===== src/rtl/apb_slave_regbank_pkg.sv =====
// Shared types and helpers for the APB register bank: FSM encoding, word size and
// the address decode error rule.
package apb_slave_regbank_pkg;

  typedef enum logic {APB_IDLE, APB_ACCESS} apb_state_e;

  localparam int APB_WORD_BYTES = 4;

  typedef logic [31:0] apb_data_t;

  // Addresses are widened to 64 bits so the rule holds for any ADDR_W up to 64.
  function automatic logic apb_addr_err(input logic [63:0] addr,
                                        input logic [63:0] base,
                                        input logic [63:0] num_regs);
    logic [63:0] idx;
    idx = (addr - base) / 64'(APB_WORD_BYTES);
    return (addr[1:0] != 2'b00) || (addr < base) || (idx >= num_regs);
  endfunction

endpackage


===== src/rtl/apb_slave_regbank_if.sv =====
// APB3 bus bundle between a requester (master) and the register bank (slave).
interface apb_slave_regbank_if #(
  parameter int ADDR_W = 32,
  parameter int DATA_W = 32
);
  // Handshake: a transfer starts with a setup cycle (psel=1, penable=0), then holds
  // psel=1, penable=1 and all request fields stable until the slave answers with
  // pready=1; that cycle completes it. pslverr and prdata are meaningful only there.
  logic              psel;
  logic              penable;
  logic              pwrite;
  logic [ADDR_W-1:0] paddr;
  logic [DATA_W-1:0] pwdata;
  logic [DATA_W-1:0] prdata;
  logic              pready;
  logic              pslverr;

  modport master (output psel, penable, pwrite, paddr, pwdata,
                  input  prdata, pready, pslverr);
  modport slave  (input  psel, penable, pwrite, paddr, pwdata,
                  output prdata, pready, pslverr);
endinterface


===== src/rtl/apb_slave_regbank_regbank.sv =====
// Word register storage for the APB bank: one write port, one combinational read
// port, cleared by the asynchronous reset.
module apb_slave_regbank_regbank
  import apb_slave_regbank_pkg::*;
#(
  parameter int NUM_REGS = 16,
  parameter int IDX_W    = 4
) (
  input  logic             clk,
  input  logic             rst_n,
  input  logic             we,
  input  logic [IDX_W-1:0] wr_idx,
  input  apb_data_t        wr_data,
  input  logic [IDX_W-1:0] rd_idx,
  output apb_data_t        rd_data
);

  apb_data_t mem [NUM_REGS];

  always_ff @(posedge clk or negedge rst_n) begin
    if (!rst_n) begin
      for (int i = 0; i < NUM_REGS; i++) mem[i] <= '0;
    end else if (we && (int'(wr_idx) < NUM_REGS)) begin
      mem[wr_idx] <= wr_data;
    end
  end

  // Indices past NUM_REGS only occur for non-power-of-two sizes on errored decodes.
  assign rd_data = (int'(rd_idx) < NUM_REGS) ? mem[rd_idx] : '0;

endmodule


===== src/rtl/apb_slave_regbank.sv =====
// APB3 completer serving NUM_REGS word registers with a fixed number of wait states
// per transfer and pslverr for misaligned or out-of-range addresses.
module apb_slave_regbank
  import apb_slave_regbank_pkg::*;
#(
  parameter int                ADDR_W      = 32,
  parameter int                DATA_W      = 32,
  parameter int                NUM_REGS    = 16,
  parameter logic [ADDR_W-1:0] BASE_ADDR   = '0,
  parameter int                WAIT_CYCLES = 0
) (
  input  logic                pclk,
  input  logic                rst_n,
  apb_slave_regbank_if.slave  apb,
  output apb_state_e          dbg_state
);

  localparam int IDX_W = (NUM_REGS > 1) ? $clog2(NUM_REGS) : 1;

  apb_state_e        state, state_d;
  logic [3:0]        cnt, cnt_d;
  logic              pready_q, pready_d;
  logic              pslverr_q, pslverr_d;
  logic [DATA_W-1:0] prdata_q, prdata_d;
  logic              wr_q, wr_d;
  logic              err_q, err_d;
  logic [IDX_W-1:0]  idx_q, idx_d;

  logic [ADDR_W-1:0] off;
  logic [IDX_W-1:0]  dec_idx;
  logic              dec_err;
  logic              we;
  logic [IDX_W-1:0]  rd_idx;
  apb_data_t         rd_data;

  assign off     = apb.paddr - BASE_ADDR;
  assign dec_idx = IDX_W'(off >> 2);
  assign dec_err = apb_addr_err(64'(apb.paddr), 64'(BASE_ADDR), 64'(NUM_REGS));

  apb_slave_regbank_regbank #(
    .NUM_REGS (NUM_REGS),
    .IDX_W    (IDX_W)
  ) u_regbank (
    .clk     (pclk),
    .rst_n   (rst_n),
    .we      (we),
    .wr_idx  (idx_q),
    .wr_data (apb.pwdata),
    .rd_idx  (rd_idx),
    .rd_data (rd_data)
  );

  always_ff @(posedge pclk or negedge rst_n) begin
    if (!rst_n) begin
      state     <= APB_IDLE;
      cnt       <= '0;
      pready_q  <= 1'b0;
      pslverr_q <= 1'b0;
      prdata_q  <= '0;
      wr_q      <= 1'b0;
      err_q     <= 1'b0;
      idx_q     <= '0;
    end else begin
      state     <= state_d;
      cnt       <= cnt_d;
      pready_q  <= pready_d;
      pslverr_q <= pslverr_d;
      prdata_q  <= prdata_d;
      wr_q      <= wr_d;
      err_q     <= err_d;
      idx_q     <= idx_d;
    end
  end

  always_comb begin
    state_d   = state;
    cnt_d     = cnt;
    pready_d  = pready_q;
    pslverr_d = pslverr_q;
    prdata_d  = prdata_q;
    wr_d      = wr_q;
    err_d     = err_q;
    idx_d     = idx_q;
    we        = 1'b0;
    rd_idx    = idx_q;
    unique case (state)
      APB_IDLE: begin
        rd_idx = dec_idx;
        if (apb.psel && !apb.penable) begin
          state_d = APB_ACCESS;
          cnt_d   = 4'(WAIT_CYCLES);
          wr_d    = apb.pwrite;
          err_d   = dec_err;
          idx_d   = dec_idx;
          if (WAIT_CYCLES == 0) begin
            pready_d  = 1'b1;
            pslverr_d = dec_err;
            prdata_d  = (apb.pwrite || dec_err) ? '0 : rd_data;
          end
        end
      end
      APB_ACCESS: begin
        if (!apb.psel) begin
          // Requester walked away mid-transfer: drop it without touching storage.
          state_d   = APB_IDLE;
          cnt_d     = '0;
          pready_d  = 1'b0;
          pslverr_d = 1'b0;
          prdata_d  = '0;
        end else if (pready_q) begin
          if (apb.penable) begin
            we        = wr_q && !err_q;
            state_d   = APB_IDLE;
            pready_d  = 1'b0;
            pslverr_d = 1'b0;
            prdata_d  = '0;
          end
        end else begin
          cnt_d = cnt - 4'd1;
          if (cnt == 4'd1) begin
            pready_d  = 1'b1;
            pslverr_d = err_q;
            prdata_d  = (wr_q || err_q) ? '0 : rd_data;
          end
        end
      end
      default: state_d = APB_IDLE;
    endcase
  end

  assign apb.pready  = pready_q;
  assign apb.pslverr = pslverr_q;
  assign apb.prdata  = prdata_q;
  assign dbg_state   = state;

endmodule


===== src/flat_wrapper.sv =====
// flat-port wrapper written by rule: the top's interface ports become plain ports
module apb_slave_regbank_flat import apb_slave_regbank_pkg::*;
#(
  parameter int                ADDR_W      = 32,
  parameter int                DATA_W      = 32,
  parameter int                NUM_REGS    = 16,
  parameter logic [ADDR_W-1:0] BASE_ADDR   = '0,
  parameter int                WAIT_CYCLES = 0
)
  (pclk, rst_n, dbg_state, apb_psel, apb_penable, apb_pwrite, apb_paddr, apb_pwdata, apb_prdata, apb_pready, apb_pslverr);
  apb_slave_regbank_if #(.ADDR_W(ADDR_W), .DATA_W(DATA_W)) apb_i ();
  input  logic pclk;
  input  logic rst_n;
  output apb_state_e dbg_state;
  input wire logic [$bits(apb_i.psel)-1:0] apb_psel;
  input wire logic [$bits(apb_i.penable)-1:0] apb_penable;
  input wire logic [$bits(apb_i.pwrite)-1:0] apb_pwrite;
  input wire logic [$bits(apb_i.paddr)-1:0] apb_paddr;
  input wire logic [$bits(apb_i.pwdata)-1:0] apb_pwdata;
  output wire logic [$bits(apb_i.prdata)-1:0] apb_prdata;
  output wire logic [$bits(apb_i.pready)-1:0] apb_pready;
  output wire logic [$bits(apb_i.pslverr)-1:0] apb_pslverr;
  assign apb_i.psel = apb_psel;
  assign apb_i.penable = apb_penable;
  assign apb_i.pwrite = apb_pwrite;
  assign apb_i.paddr = apb_paddr;
  assign apb_i.pwdata = apb_pwdata;
  assign apb_prdata = apb_i.prdata;
  assign apb_pready = apb_i.pready;
  assign apb_pslverr = apb_i.pslverr;
  apb_slave_regbank #(.ADDR_W(ADDR_W), .DATA_W(DATA_W), .NUM_REGS(NUM_REGS), .BASE_ADDR(BASE_ADDR), .WAIT_CYCLES(WAIT_CYCLES)) u_core (.pclk(pclk), .rst_n(rst_n), .apb(apb_i), .dbg_state(dbg_state));
endmodule

===== config.mk =====
export PLATFORM = sky130hd
export DESIGN_NAME = apb_slave_regbank_flat
export DESIGN_NICKNAME = d
export VERILOG_FILES = /design/src/rtl/apb_slave_regbank_pkg.sv /design/src/rtl/apb_slave_regbank_if.sv /design/src/rtl/apb_slave_regbank_regbank.sv /design/src/rtl/apb_slave_regbank.sv /design/src/flat_wrapper.sv
export SDC_FILE = /design/constraint.sdc
export NUM_CORES = 1
export LEC_CHECK = 0
export ABC_AREA = 0
export CAP_MARGIN = 0
export CORE_MARGIN = 3
export CORE_UTILIZATION = 40
export CTS_BUF_LIST = sky130_fd_sc_hd__clkbuf_4
export DETAILED_ROUTE_END_ITERATION = 12
export SYNTH_ARGS = -nofsm -noshare
export SYNTH_HDL_FRONTEND = slang
export SYNTH_HIERARCHICAL = 1
export SYNTH_SLANG_ARGS = --single-unit

===== constraint.sdc =====
create_clock -name pclk -period 3.65 [get_ports pclk]
set_input_delay 0.365 -clock pclk [delete_from_list [all_inputs] [get_ports pclk]]
set_output_delay 0.365 -clock pclk [all_outputs]
set_load 0.005 [all_outputs]

==> results by stage <==
Run status:
- The run finished with clean final reports.

Global routing:
- The number of global-route vias before repair is 16,300.
- The pin count of the biggest net entering global routing is around 110.
- The aggregate global-route resource usage is 0.205.
- The first global-routing pass estimated 102,000 um of wire.
- For this run the aggregate overflow at the end of global routing stands at 0.
- The number of antenna violations at the first check in global routing is 6.

STA:
- The post-layout worst setup margin is approximately 0.56 ns.
- The largest clock skew in the final design is a little under 0.07 ns.
- The achievable clock frequency is about 0.32 GHz.
- The final-report hold violation count was 0.
- The worst slew margin relative to its limit is 0.486.
- The worst path in the final design needs a cycle of ~3.1 ns, including I/O delays and setup.
- The max-slew violation count was 0.
- In the final timing run, aggregate negative setup slack is 0 ns.
- The post-route fraction of the period consumed by the critical path is 0.846.
- Setup violations remaining at the end of the flow were counted as 0.
- At the pin with the least slew margin, the transition time is approximately 0.77 ns.
- Setup repair after global routing left no endpoint under its margin.

Floorplan:
- The floorplan step defined a core boundary enclosing roughly 62,000 um^2.
- For this design the top-level I/O count stands at 104.
- The floorplan step set the die height to 257 um.
- The floorplan has 91 rows.
- The full die area is roughly 66,000 um^2.
- Measured along the x axis, the die boundary spans 257 um.
- The initial utilization of the core area, before any placement, comes to 0.405.

Synthesis:
- Yosys printed 6 warnings.
- Of the total synthesized cell area, the portion taken by XOR and XNOR cells is 0.00105.
- For this run, asynchronously set or reset flops after synthesis account for 1.00.
- The multiplexer area fraction after synthesis is 0.361.
- The simple-gate portion of the synthesized area is 0.0199.
- Each instance of the synthesized netlist takes up on average 15.7 um^2.
- The synthesized-area fraction occupied by ao, oa, aoi and oai cells is 0.0340.
- The number of different library cells used by synthesis comes to 47.
- The share of the Yosys chip area taken by registers is 0.555.
- The number of nets handed over by synthesis was between 1,500 and 2,000.
- The flip-flop and latch count after synthesis is roughly 560.
- For this run, the leading register cell type out of synthesis is sky130_fd_sc_hd__dfrtp_1.
- sky130_fd_sc_hd__dfrtp_1 takes more of the synthesized area than any other cell.
- Yosys mapped a number of flops with a built-in enable equal to 0.
- The synthesized netlist occupies a cell area of ~25,000 um^2.
- The number of instances in the synthesized netlist is approximately 1,600.
- The area share of fa/ha/maj cells after synthesis is 0.000996.
- Yosys attributes the largest share of cell area to sky130_fd_sc_hd__dfrtp_1 56%, sky130_fd_sc_hd__mux2_2 23%, sky130_fd_sc_hd__mux4_2 11%.
- After synthesis, the largest family of logic cells by area is multiplexers.
- The share of synthesized area in the top cell type comes to 0.555.

Power:
- The part of the total power dissipated in the clock network is 0.428.
- The net switching power of the design is approximately 3.3 mW.
- VDD sags by at most about 0.00028 V.
- Of the total power, registers draw 0.489.
- The leakage power total is approximately 14 nW.
- The combinational cell fraction of total power is 0.083.
- Of the total power, the share spent switching nets is 0.256.
- Dividing total power by cell area gives a power density of 436 nW/um^2.
- The cell-internal power is between 9 and 10 mW.
- The overall power consumption is approximately 13 mW.

Critical path:
- In this run the worst path has a maximum fanout of 14.
- Traced cell by cell, the critical path runs through buf_4, nand2_1, nor4b_1, buf_4, nor3b_2, nand2_2, buf_4, mux2_2.
- Among the stages of the critical path, the cell type that occurs most often is sky130_fd_sc_hd__buf_4.
- Counting both buffers and inverters, the worst setup path holds a total of 3.
- STA puts the critical path data arrival time at a little under 4 ns.
- The slowest library cell on the worst path is sky130_fd_sc_hd__dfrtp_1.
- STA classifies the critical path endpoint as a flop.
- The largest incremental delay on the critical path is 0.60 ns.
- The worst setup path is launched from a flop.
- Broken down by cell family, the worst path's largest delay share belongs to simple AND/OR/NAND/NOR gates.
- The data required time of the critical path is about 4.5 ns.
- The setup path with the least slack is of type reg2reg.
- The register-to-register path setup slack is 0.56 ns.

Cells and area:
- The final instance area is 29,500 um^2.
- Compared with the post-synthesis result, the final layout area differs by 17.3%.
- After the last flow step, the layout net total stands at around 1,900.
- The layout cell share with drive strength beyond 1 is 0.530.
- The leading cell type in the layout, fill and taps excluded is sky130_fd_sc_hd__dfrtp_1.
- Once layout is complete, the utilization of the core stands at 0.476.
- Leaving out fill and tap cells, the most frequent cells in the layout are 557 x sky130_fd_sc_hd__dfrtp_1, 506 x sky130_fd_sc_hd__mux2_2, 225 x sky130_fd_sc_hd__clkbuf_4.

Route:
- Dividing the detail-routed wire length by the instance count gives 24.0 um.
- The final antenna-violating net count is 0.
- The overall via count from detail_route is roughly 15,000.
- For this block, the initial DRC count from the detailed router was approximately 810.
- The average via count per standard cell is 5.46.
- The total wirelength of the detailed-routed design is between 60,000 and 70,000 um.
- The remaining routing DRC violations is 0.
- The length of the first detailed-routing pass in iterations is 5.

CTS:
- The latest clock arrival within the worst-skew pair is 0.97 ns.
- The CTS tree is yes.
- The cell sitting at the root of the clock tree is a sky130_fd_sc_hd__clkbuf_4.
- The total number of H-tree levels is 4.
- The clock-pin slew of the registers on the worst-case setup and hold paths is 0.06 ns.
- Buffers inserted during clock tree synthesis total approximately 150.
- The clock passes through at most 3 buffers.
- The clock drives 557 sinks.
- After clock tree synthesis, the repair step resized 0 gates.

Placement:
- OpenSTA, run right after detailed placement, puts the worst setup slack at ~0.5 ns.
- Input and output buffers added on the ports amount to approximately 100.
- The congestion estimate from routability-driven global placement came to between 0.7 and 0.8.
- After legalization and detailed placement, the total HPWL measured about 39,000 um.
- After detailed placement, the total cell area comes to ~28,000 um^2.

Hold path:
- The kind of path behind the tightest hold check is in2reg.

Run:
- The tool flagged a number of max-cap violations equal to 0.
-- timing repair --
item	4_1_cts	5_1_grt
setup buffers	0	0
hold endpoints to repair	402	0
endpoints found under the setup margin	0	0
hold buffers	5	0
-- final cells by class --
cell class,count,area [um^2]
inverter,4,15.0
antenna,4,10.0
sequential,557,13900
fill,5552,32500
tap,837,1050
clock buffer,225,1690
clock inverter,31,191
multi-input combinational,892,10600
timing repair buffer,175,1940
-- path summary, 6_finish.rpt --
path | from | end | depth (start not counted)
max in group asynchronous | rst_n | u_core/u_regbank/mem[263] | 4
min in group asynchronous | rst_n | u_core/u_regbank/mem[69] | 3
setup reg to reg | u_core/dbg_state | u_core/u_regbank/mem[506] | 8
setup / recovery | u_core/dbg_state | u_core/u_regbank/mem[506] | 8
hold / removal | apb_paddr[3] | u_core/idx_q[1] | 2
hold reg to reg | u_core/u_regbank/mem[188] | u_core/u_regbank/mem[188] | 1
-- state kept, by name, indices dropped and copies added, names as in the netlist --
register and count:
u_core/apb.prdata 32, u_core/apb.pready 1, u_core/apb.pslverr 1, u_core/cnt 4
u_core/dbg_state 1, u_core/err_q 1, u_core/idx_q 4, u_core/u_regbank/mem 512
u_core/wr_q 1
-- per-stage QoR --
step           hold WS (ns)  instances
2_1_floorplan        0.0694       1595
3_3_place_gp          0.441       2460
3_5_place_dp          0.450       2460
4_1_cts             0.00182       2721
5_1_grt              0.0709       2725
6_report              0.158       2725
-- worst reg2reg max path, delay by kind of cell (launching register included) --
family	cells	cell delay, ns
buffers and inverters	3	0.88
AND/OR/NAND/NOR	4	1.16
flip-flops	1	0.60
multiplexers	1	0.30
-- routing by layer --
metal	GRT usage	wire length [um]
met5	0	0
met1	0.278	29600
met4	0.0726	1360
met3	0.0413	2580
met2	0.328	31900
-- cells in the mapped netlist, types with 4 or more instances --
| library cell | count |
|---|---|
| sky130_fd_sc_hd__mux2_2 | 508 |
| sky130_fd_sc_hd__buf_2 | 66 |
| sky130_fd_sc_hd__mux4_2 | 128 |
| sky130_fd_sc_hd__nand2b_1 | 4 |
| sky130_fd_sc_hd__a21oi_2 | 30 |
| sky130_fd_sc_hd__mux2i_1 | 32 |
| sky130_fd_sc_hd__a21oi_1 | 4 |
| sky130_fd_sc_hd__nor4_1 | 5 |
| sky130_fd_sc_hd__nand3b_1 | 5 |
| sky130_fd_sc_hd__clkbuf_1 | 66 |
| sky130_fd_sc_hd__dfrtp_1 | 557 |
| sky130_fd_sc_hd__nor2b_1 | 5 |
| sky130_fd_sc_hd__mux2_1 | 13 |
| sky130_fd_sc_hd__nor2_1 | 18 |
| sky130_fd_sc_hd__a22oi_1 | 64 |
| sky130_fd_sc_hd__nand2_1 | 40 |
-- power groups by stage --
stage	logic, mW	registers (mW)	clock network (mW)
after floorplan	0.541	6.36	0
after global placement	1.07	6.38	0
after detailed placement	1.08	6.39	0
after CTS	1.09	6.27	5.73
after global routing	1.16	6.28	6.07
final	1.07	6.28	5.50
-- cell families (layout without fill, tap and decap cells) --
logic type,after synthesis,in the layout
buffers and inverters,146,435
DFF,557,557
other,0,4
AOI/OAI and AO/OA,109,109
and+or+nand+nor,97,97
xor gates and xnor gates,3,3
adders and majority gates,2,2
muxes,681,681
No activity file was read; power rests on OpenSTA's default activity.
==> RTL edit (same flow settings) <==
`WAIT_CYCLES` is set to 0 in 2 places; all go to 1.
--- a/src/rtl/apb_slave_regbank.sv
+++ b/src/rtl/apb_slave_regbank.sv
@@ -7,7 +7,7 @@
   parameter int                DATA_W      = 32,
   parameter int                NUM_REGS    = 16,
   parameter logic [ADDR_W-1:0] BASE_ADDR   = '0,
-  parameter int                WAIT_CYCLES = 0
+  parameter int                WAIT_CYCLES = 1
 ) (
   input  logic                pclk,
   input  logic                rst_n,
--- a/src/flat_wrapper.sv
+++ b/src/flat_wrapper.sv
@@ -5,7 +5,7 @@
   parameter int                DATA_W      = 32,
   parameter int                NUM_REGS    = 16,
   parameter logic [ADDR_W-1:0] BASE_ADDR   = '0,
-  parameter int                WAIT_CYCLES = 0
+  parameter int                WAIT_CYCLES = 1
 )
   (pclk, rst_n, dbg_state, apb_psel, apb_penable, apb_pwrite, apb_paddr, apb_pwdata, apb_prdata, apb_pready, apb_pslverr);
   apb_slave_regbank_if #(.ADDR_W(ADDR_W), .DATA_W(DATA_W)) apb_i ();
Function: changed (a bounded check fails within 4 cycles, from zero or initial values and one cycle with rst_n low).
==> RTL edit against the unedited design <==
- sequential cell count unchanged
- fmax is 11% higher
- worst setup slack improved by 300 ps
- combinational power increased by 15%
- largest power group unchanged
- critical path depth down 2
- critical path type unchanged
- total power increased by 4.5%
- final area fell by 0.44%
- utilization down 0.12 points
- synthesized area decreased by 0.45%
- non-clock buffer count down 2
- highest routed layer is now met5
- routed wire length fell by 7.0%
==> RTL edit: results (changes against the unedited design) <==
| Group | Metric | Value | vs unedited |
|---|---|---|---|
| run status | Result of the run | finished clean | unchanged |
| cts | Clock latency at the later pin of the worst-skew pair | 1010 ps | was 970 ps |
| critical path | Setup crit start | u_core/dbg_state$_DFF_PN0_ | unchanged |
| critical path | Crit path to | u_core/u_regbank/mem[326]$_DFFE_PN0P_ | was u_core/u_regbank/mem[506]$_DFFE_PN0P_ |
| logic synthesis | Register area share after synthesis | 55.8% | was 55.5% |
| layout | Ratio of cells with drive above 1 in the final layout | 50.8% | was 53.0% |
| cts | Number of hold buffers added after CTS | 7 | was 5 |
| logic synthesis | Count of different cell masters after synthesis | 39 | was 47 |
| layout | # nets final | 1,872 | was 1,854 |
| global routing | Total global-route track usage | 19.2% | was 20.5% |
| timing | Setup clock skew after layout | 70.8 ps | was 67.7 ps |
| pwr | Leakage | 14.1 nW | was 14.2 nW |
| pwr | Internal Power | 9.99 mW | was 9.56 mW |
| logic synthesis | Share of the synthesized area in the top cell type | 55.8% | was 55.5% |
| placed design | DP Worst Slack | 512 ps | was 500 ps |
| logic synthesis | Net Count, Synth | 1,681 | was 1,666 |
| drt | Via/cell ratio | 5.34 | was 5.46 |
| logic synthesis | Largest cells by area after synthesis | sky130_fd_sc_hd__dfrtp_1 56%, sky130_fd_sc_hd__mux2_2 23%, sky130_fd_sc_hd__mux4_2 12% | was sky130_fd_sc_hd__dfrtp_1 56%, sky130_fd_sc_hd__mux2_2 23%, sky130_fd_sc_hd__mux4_2 11% |
| placed design | Post-DP HPWL | 37.2 mm | was 38.7 mm |
| cts | Inserted Clock Buffers | 154 | was 153 |
| global routing | First-pass GRT wire length | 96.1 mm | was 102 mm |
| logic synthesis | Commonest cells post-synth | 557 x sky130_fd_sc_hd__dfrtp_1, 513 x sky130_fd_sc_hd__mux2_2, 128 x sky130_fd_sc_hd__mux4_2 | was 557 x sky130_fd_sc_hd__dfrtp_1, 508 x sky130_fd_sc_hd__mux2_2, 128 x sky130_fd_sc_hd__mux4_2 |
| global routing | Pin count of the biggest net entering global routing | 99 | was 106 |
| global routing | Vias in the first global route | 16,186 | was 16,344 |
| critical path | Crit path DAT | 3630 ps | was 3900 ps |
| timing | Slew @ Worst Pin | 734 ps | was 769 ps |
| critical path | R2R depth | 6 | was 8 |
| placed design | Final RePlAce weighted congestion | 0.785 | was 0.754 |
| timing | Min Hold Slack | 123 ps | was 158 ps |
| global routing | Antenna violations before repair | 7 | was 6 |
| critical path | Largest driver fanout on the critical path | 16 | was 14 |
| logic synthesis | YS warnings | 6 | unchanged |
RTL edit: metal layers:
metal  wire (µm)  share of wire [%]  GRT usage (%)  vias to the layer above
li1            -                  -              -                     6418
met5          16              0.026              0                        -
met1       27100                 45           25.2                     7849
met2       29800                 49           31.1                      317
met4        1300                2.1           7.14                        2
met3        2720                4.5           4.40                      102
RTL edit: cell type report:
| class | instances | area, µm² |
|---|---|---|
| diodes | 7 | 17.5 |
| clock buffers | 222 | 1670 |
| clock inverters | 40 | 367 |
| fillers | 5430 | 32500 |
| inverters | 37 | 139 |
| multi-input cells | 878 | 10400 |
| flip-flops and latches | 557 | 13900 |
| well taps | 837 | 1050 |
| repair buffers | 173 | 1760 |
RTL edit: power groups by stage:
stage	combinational [mW]	sequential, mW	clock [mW]
after floorplan	0.697	6.38	0
after global routing	1.33	6.30	6.48
after global placement	1.23	6.41	0
final	1.23	6.30	5.89
after detailed placement	1.25	6.41	0
after CTS	1.26	6.30	6.13
RTL edit: worst min-delay path by stage:
stage,startpoint,to,cells after the start
after floorplan,rst_n,u_core/apb.prdata[0]$_DFFE_PN0P_,0
after global placement,rst_n,u_core/u_regbank/mem[105]$_DFFE_PN0P_,1
after detailed placement,rst_n,u_core/u_regbank/mem[105]$_DFFE_PN0P_,1
after CTS,apb_paddr[2],u_core/idx_q[0]$_DFFE_PN0P_,2
after global routing,apb_paddr[2],u_core/idx_q[0]$_DFFE_PN0P_,2
final,apb_paddr[2],u_core/idx_q[0]$_DFFE_PN0P_,2
RTL edit: stage by stage:
stage / std cells / instance area (µm²)
final: 2751 / 29300
after global routing: 2748 / 29300
after CTS: 2744 / 29300
after detailed placement: 2475 / 27200
after global placement: 2475 / 27200
after floorplan: 1610 / 25000
RTL edit: kinds of logic (layout without fill, tap and decap cells):
logic type,Yosys count,after routing,synth area share [%]
compound gates,77,77,2.38
xor+xnor,2,2,0.0701
fa+ha+maj,2,2,0.100
buf+inv,175,472,3.16
flops,557,557,55.8
mux,681,681,36.3
other cells,0,7,0
simple gates,116,116,2.26
